File: config.mk
export PLATFORM = sky130hd
export DESIGN_NAME = irq_scheduler_flat
export DESIGN_NICKNAME = d
export VERILOG_FILES = /design/src/rtl/irq_scheduler_if.sv /design/src/rtl/irq_scheduler.sv /design/src/flat_wrapper.sv
export SDC_FILE = /design/constraint.sdc
export NUM_CORES = 1
export LEC_CHECK = 0
export BUFFER_PORTS_ARGS = -buffer_cell sky130_fd_sc_hd__buf_4
export CORE_ASPECT_RATIO = 0.7
export CORE_MARGIN = 3
export CORE_UTILIZATION = 42
export DETAILED_ROUTE_END_ITERATION = 16
export GPL_TIMING_DRIVEN = 0
export HOLD_SLACK_MARGIN = 0.1
export PLACE_DENSITY = 0.73
export SLEW_MARGIN = 20
export SYNTH_ARGS = -nofsm -noshare
export SYNTH_HDL_FRONTEND = slang
export SYNTH_SLANG_ARGS = --single-unit
File: constraint.sdc
create_clock -name clk -period 1.6 [get_ports clk]
set_input_delay 0.16 -clock clk [delete_from_list [all_inputs] [get_ports clk]]
set_output_delay 0.16 -clock clk [all_outputs]
set_load 0.02 [all_outputs]
File: src/rtl/irq_scheduler_if.sv
// irq_scheduler_if
//   CPU-side bus between the i8080 and the interrupt scheduler.
//   sync / dbin / status_in : driven by the CPU (status strobe, data-in strobe, data bus)
//   iint                    : interrupt request back to the CPU
//   vector / vector_oe      : RST opcode and its drive enable for the tristate data bus
//   master = CPU side, slave = scheduler side.
interface irq_scheduler_if;
    logic       sync;
    logic       dbin;
    logic [7:0] status_in;
    logic       iint;
    logic [7:0] vector;
    logic       vector_oe;

    modport master (
        output sync, dbin, status_in,
        input  iint, vector, vector_oe
    );

    modport slave (
        input  sync, dbin, status_in,
        output iint, vector, vector_oe
    );
endinterface

File: src/rtl/irq_scheduler.sv
// irq_scheduler
//   Turns rising edges of the video mid_screen / vblank levels into pending
//   interrupt requests, raises iint to the i8080 and answers the INTA bus cycle
//   with RST 1 (8'hCF, mid_screen) or RST 2 (8'hD7, vblank); 8'h00 when nothing
//   is pending and enabled.
// Ports
//   clk, rst        : CPU clock, synchronous active-high reset
//   mid_screen      : async video level, source 0
//   vblank          : async video level, source 1
//   irq_mask[1:0]   : per-source enable, 1 = enabled
//   bus             : CPU bus (sync, dbin, status_in in; iint, vector, vector_oe out)
//   pending[1:0]    : pending request flags
//   overrun_count   : saturating count of edges lost to an already pending source
module irq_scheduler #(
    parameter int SYNC_STAGES = 2,
    parameter int INTA_BIT    = 0,
    parameter int CNT_WIDTH   = 8
) (
    input  logic                 clk,
    input  logic                 rst,
    input  logic                 mid_screen,
    input  logic                 vblank,
    input  logic [1:0]           irq_mask,
    irq_scheduler_if.slave       bus,
    output logic [1:0]           pending,
    output logic [CNT_WIDTH-1:0] overrun_count
);

    typedef enum logic {IDLE, ACK} state_t;

    state_t                state_reg, state_next;
    logic [1:0]            pending_reg;
    logic [1:0]            grant_reg, grant_next;   // one-hot granted source, 0 = none
    logic [7:0]            vector_reg, vector_next;
    logic [7:0]            stat_reg;
    logic                  iint_reg;
    logic [CNT_WIDTH-1:0]  count_reg, count_next;
    logic [SYNC_STAGES:0]  warm_reg;
    logic [1:0]            src_in;
    logic [1:0]            edge_det;
    logic [1:0]            req;
    logic [1:0]            clr_mask;
    logic [1:0]            overrun;
    logic [1:0]            inc;
    logic [CNT_WIDTH:0]    sum;
    logic                  vector_oe;

    assign src_in = {vblank, mid_screen};

    // The synchronizers come out of reset holding 0, so a level that is already
    // high at reset release would look like a rise. warm_reg fills with ones
    // after reset and edges are ignored until every flop in the input path holds
    // a real post-reset sample.
    genvar gi;
    generate
        for (gi = 0; gi < 2; gi++) begin : g_src
            logic [SYNC_STAGES-1:0] chain_reg;
            logic                   prev_reg;

            always_ff @(posedge clk) begin
                if (rst) begin
                    chain_reg <= '0;
                    prev_reg  <= 1'b0;
                end else begin
                    chain_reg <= {chain_reg[SYNC_STAGES-2:0], src_in[gi]};
                    prev_reg  <= chain_reg[SYNC_STAGES-1];
                end
            end

            assign edge_det[gi] = chain_reg[SYNC_STAGES-1] & ~prev_reg & warm_reg[SYNC_STAGES];
        end
    endgenerate

    assign req = pending_reg & irq_mask;

    // FSM next state and outputs
    always_comb begin
        state_next  = state_reg;
        grant_next  = grant_reg;
        vector_next = vector_reg;
        clr_mask    = 2'b00;
        vector_oe   = 1'b0;
        case (state_reg)
            IDLE: begin
                if (bus.dbin && stat_reg[INTA_BIT]) begin
                    state_next = ACK;
                    // mid_screen (source 0) has priority over vblank
                    if (req[0]) begin
                        grant_next  = 2'b01;
                        vector_next = 8'hCF;
                    end else if (req[1]) begin
                        grant_next  = 2'b10;
                        vector_next = 8'hD7;
                    end else begin
                        grant_next  = 2'b00;
                        vector_next = 8'h00;
                    end
                end
            end
            ACK: begin
                if (bus.dbin) begin
                    vector_oe = 1'b1;
                end else begin
                    state_next = IDLE;
                    clr_mask   = grant_reg;
                end
            end
            default: state_next = IDLE;
        endcase
    end

    // A fresh edge on the source being cleared wins and is not an overrun.
    assign overrun    = edge_det & pending_reg & ~clr_mask;
    assign inc        = {1'b0, overrun[0]} + {1'b0, overrun[1]};
    assign sum        = {1'b0, count_reg} + {{(CNT_WIDTH-1){1'b0}}, inc};
    assign count_next = sum[CNT_WIDTH] ? '1 : sum[CNT_WIDTH-1:0];

    always_ff @(posedge clk) begin
        if (rst) begin
            state_reg   <= IDLE;
            grant_reg   <= 2'b00;
            vector_reg  <= 8'h00;
            stat_reg    <= 8'h00;
            pending_reg <= 2'b00;
            iint_reg    <= 1'b0;
            count_reg   <= '0;
            warm_reg    <= '0;
        end else begin
            state_reg   <= state_next;
            grant_reg   <= grant_next;
            vector_reg  <= vector_next;
            if (bus.sync) begin
                stat_reg <= bus.status_in;
            end
            pending_reg <= (pending_reg & ~clr_mask) | edge_det;
            iint_reg    <= |req;
            count_reg   <= count_next;
            warm_reg    <= {warm_reg[SYNC_STAGES-1:0], 1'b1};
        end
    end

    assign bus.iint      = iint_reg;
    assign bus.vector    = vector_reg;
    assign bus.vector_oe = vector_oe;
    assign pending       = pending_reg;
    assign overrun_count = count_reg;

endmodule
File: src/flat_wrapper.sv
// flat-port wrapper written by rule: the top's interface ports become plain ports
module irq_scheduler_flat 
#(
    parameter int SYNC_STAGES = 2,
    parameter int INTA_BIT    = 0,
    parameter int CNT_WIDTH   = 8
)
  (clk, rst, mid_screen, vblank, irq_mask, pending, overrun_count, bus_sync, bus_dbin, bus_status_in, bus_iint, bus_vector, bus_vector_oe);
  irq_scheduler_if bus_i ();
  input  logic clk;
  input  logic rst;
  input  logic mid_screen;
  input  logic vblank;
  input  logic [1:0] irq_mask;
  output logic [1:0] pending;
  output logic [CNT_WIDTH-1:0] overrun_count;
  input wire logic [$bits(bus_i.sync)-1:0] bus_sync;
  input wire logic [$bits(bus_i.dbin)-1:0] bus_dbin;
  input wire logic [$bits(bus_i.status_in)-1:0] bus_status_in;
  output wire logic [$bits(bus_i.iint)-1:0] bus_iint;
  output wire logic [$bits(bus_i.vector)-1:0] bus_vector;
  output wire logic [$bits(bus_i.vector_oe)-1:0] bus_vector_oe;
  assign bus_i.sync = bus_sync;
  assign bus_i.dbin = bus_dbin;
  assign bus_i.status_in = bus_status_in;
  assign bus_iint = bus_i.iint;
  assign bus_vector = bus_i.vector;
  assign bus_vector_oe = bus_i.vector_oe;
  irq_scheduler #(.SYNC_STAGES(SYNC_STAGES), .INTA_BIT(INTA_BIT), .CNT_WIDTH(CNT_WIDTH)) u_core (.clk(clk), .rst(rst), .mid_screen(mid_screen), .vblank(vblank), .irq_mask(irq_mask), .bus(bus_i), .pending(pending), .overrun_count(overrun_count));
endmodule
==> key figures <==
STA
  • Worst Skew: 0.00813 ns
  • FMAX: 616 MHz
  • Setup ws final: -0.0242 ns
  • Final worst-path cycle share: 102%
  • Final Max Slew Viols: 0
  • Min Hold Slack: 0.124 ns
  • Final Hold Fails: 0
  • Crit path time final: 1.62 ns
  • Worst-margin pin slew: 0.567 ns
  • Endpoints failing setup: 4
  • RSZ-0062 raised after global routing: yes
  • Slew headroom: 62.2%

Setup path
  • Crit path max fanout: 5
  • Crit path DAT: 1.82 ns
  • CP Capture Point: u_core.overrun_count[3]
  • Reg2reg path depth: 8
  • WS Path Type: reg2reg
  • Worst R2R Setup Slack: -0.02 ns
  • CP Data Required Time: 1.80 ns
  • Critical Path Sink Type: flop
  • RR Startpoint: u_core.state_reg
  • R2r endpoint: u_core.overrun_count[3]
  • Crit. Startpoint: u_core.state_reg
  • CP Launch Type: flop

Synth
  • Cells after synthesis: 96
  • Yosys warns: 0
  • Yosys reg bits: 25
  • Seq/Total Area, Yosys: 52.8%
  • Syn avg cell area: 9.88 sq um
  • Netlist cell types: 31
  • Synth Cell Area: 948 sq um
  • Synthesized net count: 113

Place
  • I/O Buffers: 27
  • RePlAce Congestion: 0.814
  • Dpl hpwl: 1410 microns

Floorplanning
  • Die Y: 45.8 microns
  • Initial Util: 47.8%
  • I/O pin count: 36
  • Core Area: 1980 sq um
  • Die W: 62.8 microns
  • Row count: 13
  • DIE AREA: 2870 sq um

Drt
  • Drt via density: 4.89
  • Drt pass-1 iters: 4
  • DRC: 0
  • Initial DRC count: 29
  • DR WL/cell: 12.4 microns
  • Via count: 807
  • Final WL: 2050 microns
  • ANT nets after route: 0

Flow run
  • MaxCap Viol Count: 0

Clock tree
  • # H-tree levels: 1
  • Clk pin slew, worst setup/hold paths: 0.13 ns
  • TritonCTS Buffers: 3
  • CTS Root Cell: clkbuf_4
  • TritonCTS clock tree: yes
  • Sink Count: 25
  • Clock Path Buffers: 2
  • Clock Latency Late Sink: 0.32 ns

Finish
  • Storage element area: 507 sq um
  • Max FFs per register: 8
  • Area occupied by multi-input gates: 417 sq um
  • Fill count: 163
  • # diodes: 0
  • Share of layout cells above drive strength 1: 40.0%
  • Final #Nets: 153
  • Layout area overhead: 39.3%

Global routing
  • Gr ovfl total: 0
  • First-pass GRT wire length: 3300 microns
  • All-Layer GR Usage: 14.8%
  • Number of global-route vias before repair: 778
  • Antenna violations before repair: 0
  • Largest net degree at the start of global routing: 14

Power and ir drop
  • Lkg Pwr: 0.561 nW
  • Total power: 1.01 mW
  • Cell Pwr Density: 761 nW/um^2
  • Worst vdd ir: 560 uV

Outcome
  • Outcome: complete, but fails checks
  • Failing checks: negative setup slack

Worst hold path
  • Hold crit path type: in2reg
through the flow:
| stage | util [%] | TNS, ns | worst slack [ns] | instance area [sq um] | instances |
|---|---|---|---|---|---|
| after floorplan | - | -0.00119 | -0.00119 | 956 | 96 |
| after global placement | 60.3 | -0.279 | -0.0632 | 1200 | 153 |
| after detailed placement | 60.3 | -0.373 | -0.0888 | 1200 | 153 |
| after CTS | 65.4 | -0.156 | -0.0366 | 1300 | 164 |
| after global routing | 66.6 | -0.599 | -0.134 | 1320 | 165 |
| final | 66.6 | -0.0587 | -0.0242 | 1320 | 165 |
per-layer routing:
metal | up-vias | GRT usage, % | share of wire [%]
met3 | 4 | 5.68 | 6.5
met5 | - | 0 | 0
met4 | 0 | 5.70 | 1.0
met1 | 375 | 16.6 | 45
met2 | 28 | 26.3 | 47
li1 | 400 | - | -
placed cells by master (no fill, tap or decap):
master         netlist  final
a211oi_1             2      2
a21o_2               1      1
a21oi_1             10      8
a21oi_2              1      3
a22oi_1              1      1
a311oi_1             1      1
a31oi_1              2      1
a31oi_2              0      1
and2_1               2      2
and3b_1              1      1
and4_4               0      1
buf_4                5     34
clkbuf_1             3      4
clkbuf_4             0      3
conb_1               1      1
dfxtp_1             25     20
dfxtp_2              0      5
dlygate4sd3_1        0      6
fa_2                 0      1
inv_1                2      2
mux2i_1              1      1
nand2_1              6      4
nand2_2              0      2
nand2b_1             2      2
nand3_1              2      2
nand3b_1             4      4
nand4_1              1      1
nand4_2              1      1
nor2_1               6      5
nor2_2               0      1
nor2b_1              8      8
nor3_1               1      1
o211a_1              1      1
o21ai_0              1      1
or3_4                1      1
xnor2_1              1      1
xor2_1               1      1
worst min path at each step:
stage / startpoint / slack (ns) / end / depth (start not counted)
2_1_floorplan: rst / 0.23 / u_core.g_src[1].chain_reg[0] / 1
3_3_place_gp: rst / 0.35 / u_core.warm_reg[1] / 2
3_5_place_dp: rst / 0.36 / u_core.warm_reg[1] / 2
4_1_cts: irq_mask[1] / 0.12 / u_core.bus.vector[4] / 3
5_1_grt: irq_mask[0] / 0.12 / u_core.grant_reg[0] / 3
6_report: irq_mask[1] / 0.12 / u_core.bus.vector[4] / 3
kinds of logic after synthesis:
group | share of synthesized area (%)
buf+inv | 5.94
other cells | 0.395
flops | 52.8
simple gates | 22.6
xor+xnor | 1.85
fa+ha+maj | 2.11
compound gates | 13.3
mux | 1.06
repair_timing:
action | CTS | global route
setup buffers | 1 | 1
gates resized for setup | 3 | 5
pin swaps | 4 | 6
endpoints found under the hold margin | 6 | 0
hold buffers | 6 | 0
setup endpoints to repair | 8 | 8
where the power goes:
group          switching [mW]  leakage [nW]  internal [mW]  total, mW
sequential            0.00756         0.206          0.637      0.644
clock                   0.175        0.0150         0.0975      0.273
combinational          0.0385         0.340         0.0502     0.0887
total                   0.222         0.561          0.784       1.01
cell usage after synthesis:
library cell / count / area (sq um)
a22oi_1: 1 / 7.51
o21ai_0: 1 / 5.00
a31oi_1: 2 / 12.5
nand4_2: 1 / 12.5
nor2_1: 6 / 22.5
nor3_1: 1 / 5.00
and4_2: 1 / 10.0
mux2i_1: 1 / 10.0
dfxtp_1: 25 / 500
a21oi_1: 10 / 50.1
inv_1: 2 / 7.51
conb_1: 1 / 3.75
nor2b_1: 8 / 50.1
nand3_1: 2 / 10.0
a21o_2: 1 / 8.76
or3_4: 1 / 11.3
o211a_1: 1 / 10.0
a311oi_1: 1 / 8.76
nand2_1: 6 / 22.5
nand3b_1: 4 / 30.0
fa_1: 1 / 20.0
clkbuf_1: 3 / 11.3
xnor2_1: 1 / 8.76
nand4_1: 1 / 6.26
a21oi_2: 1 / 8.76
xor2_1: 1 / 8.76
buf_4: 5 / 37.5
and3b_1: 1 / 8.76
nand2b_1: 2 / 12.5
and2_1: 2 / 12.5
a211oi_1: 2 / 15.0
worst max-delay path, stage by stage (launching register included):
cell and delay, ns:
dfxtp_2 0.38, nand3b_1 0.09, nand2_2 0.08, nor2_2 0.05, fa_2 0.38, buf_4 0.16, nand3_1 0.10, xor2_1 0.19
a21oi_2 0.07
cell type report:
type | count | share of cell area (%)
buffer | 8 | 3.69
clock buffer | 4 | 1.99
inverter | 2 | 0.568
multi-input combinational | 61 | 31.5
sequential | 25 | 38.4
tap | 30 | 2.84
timing repair buffer | 35 | 21.0
(Power assumes the default switching activity.)
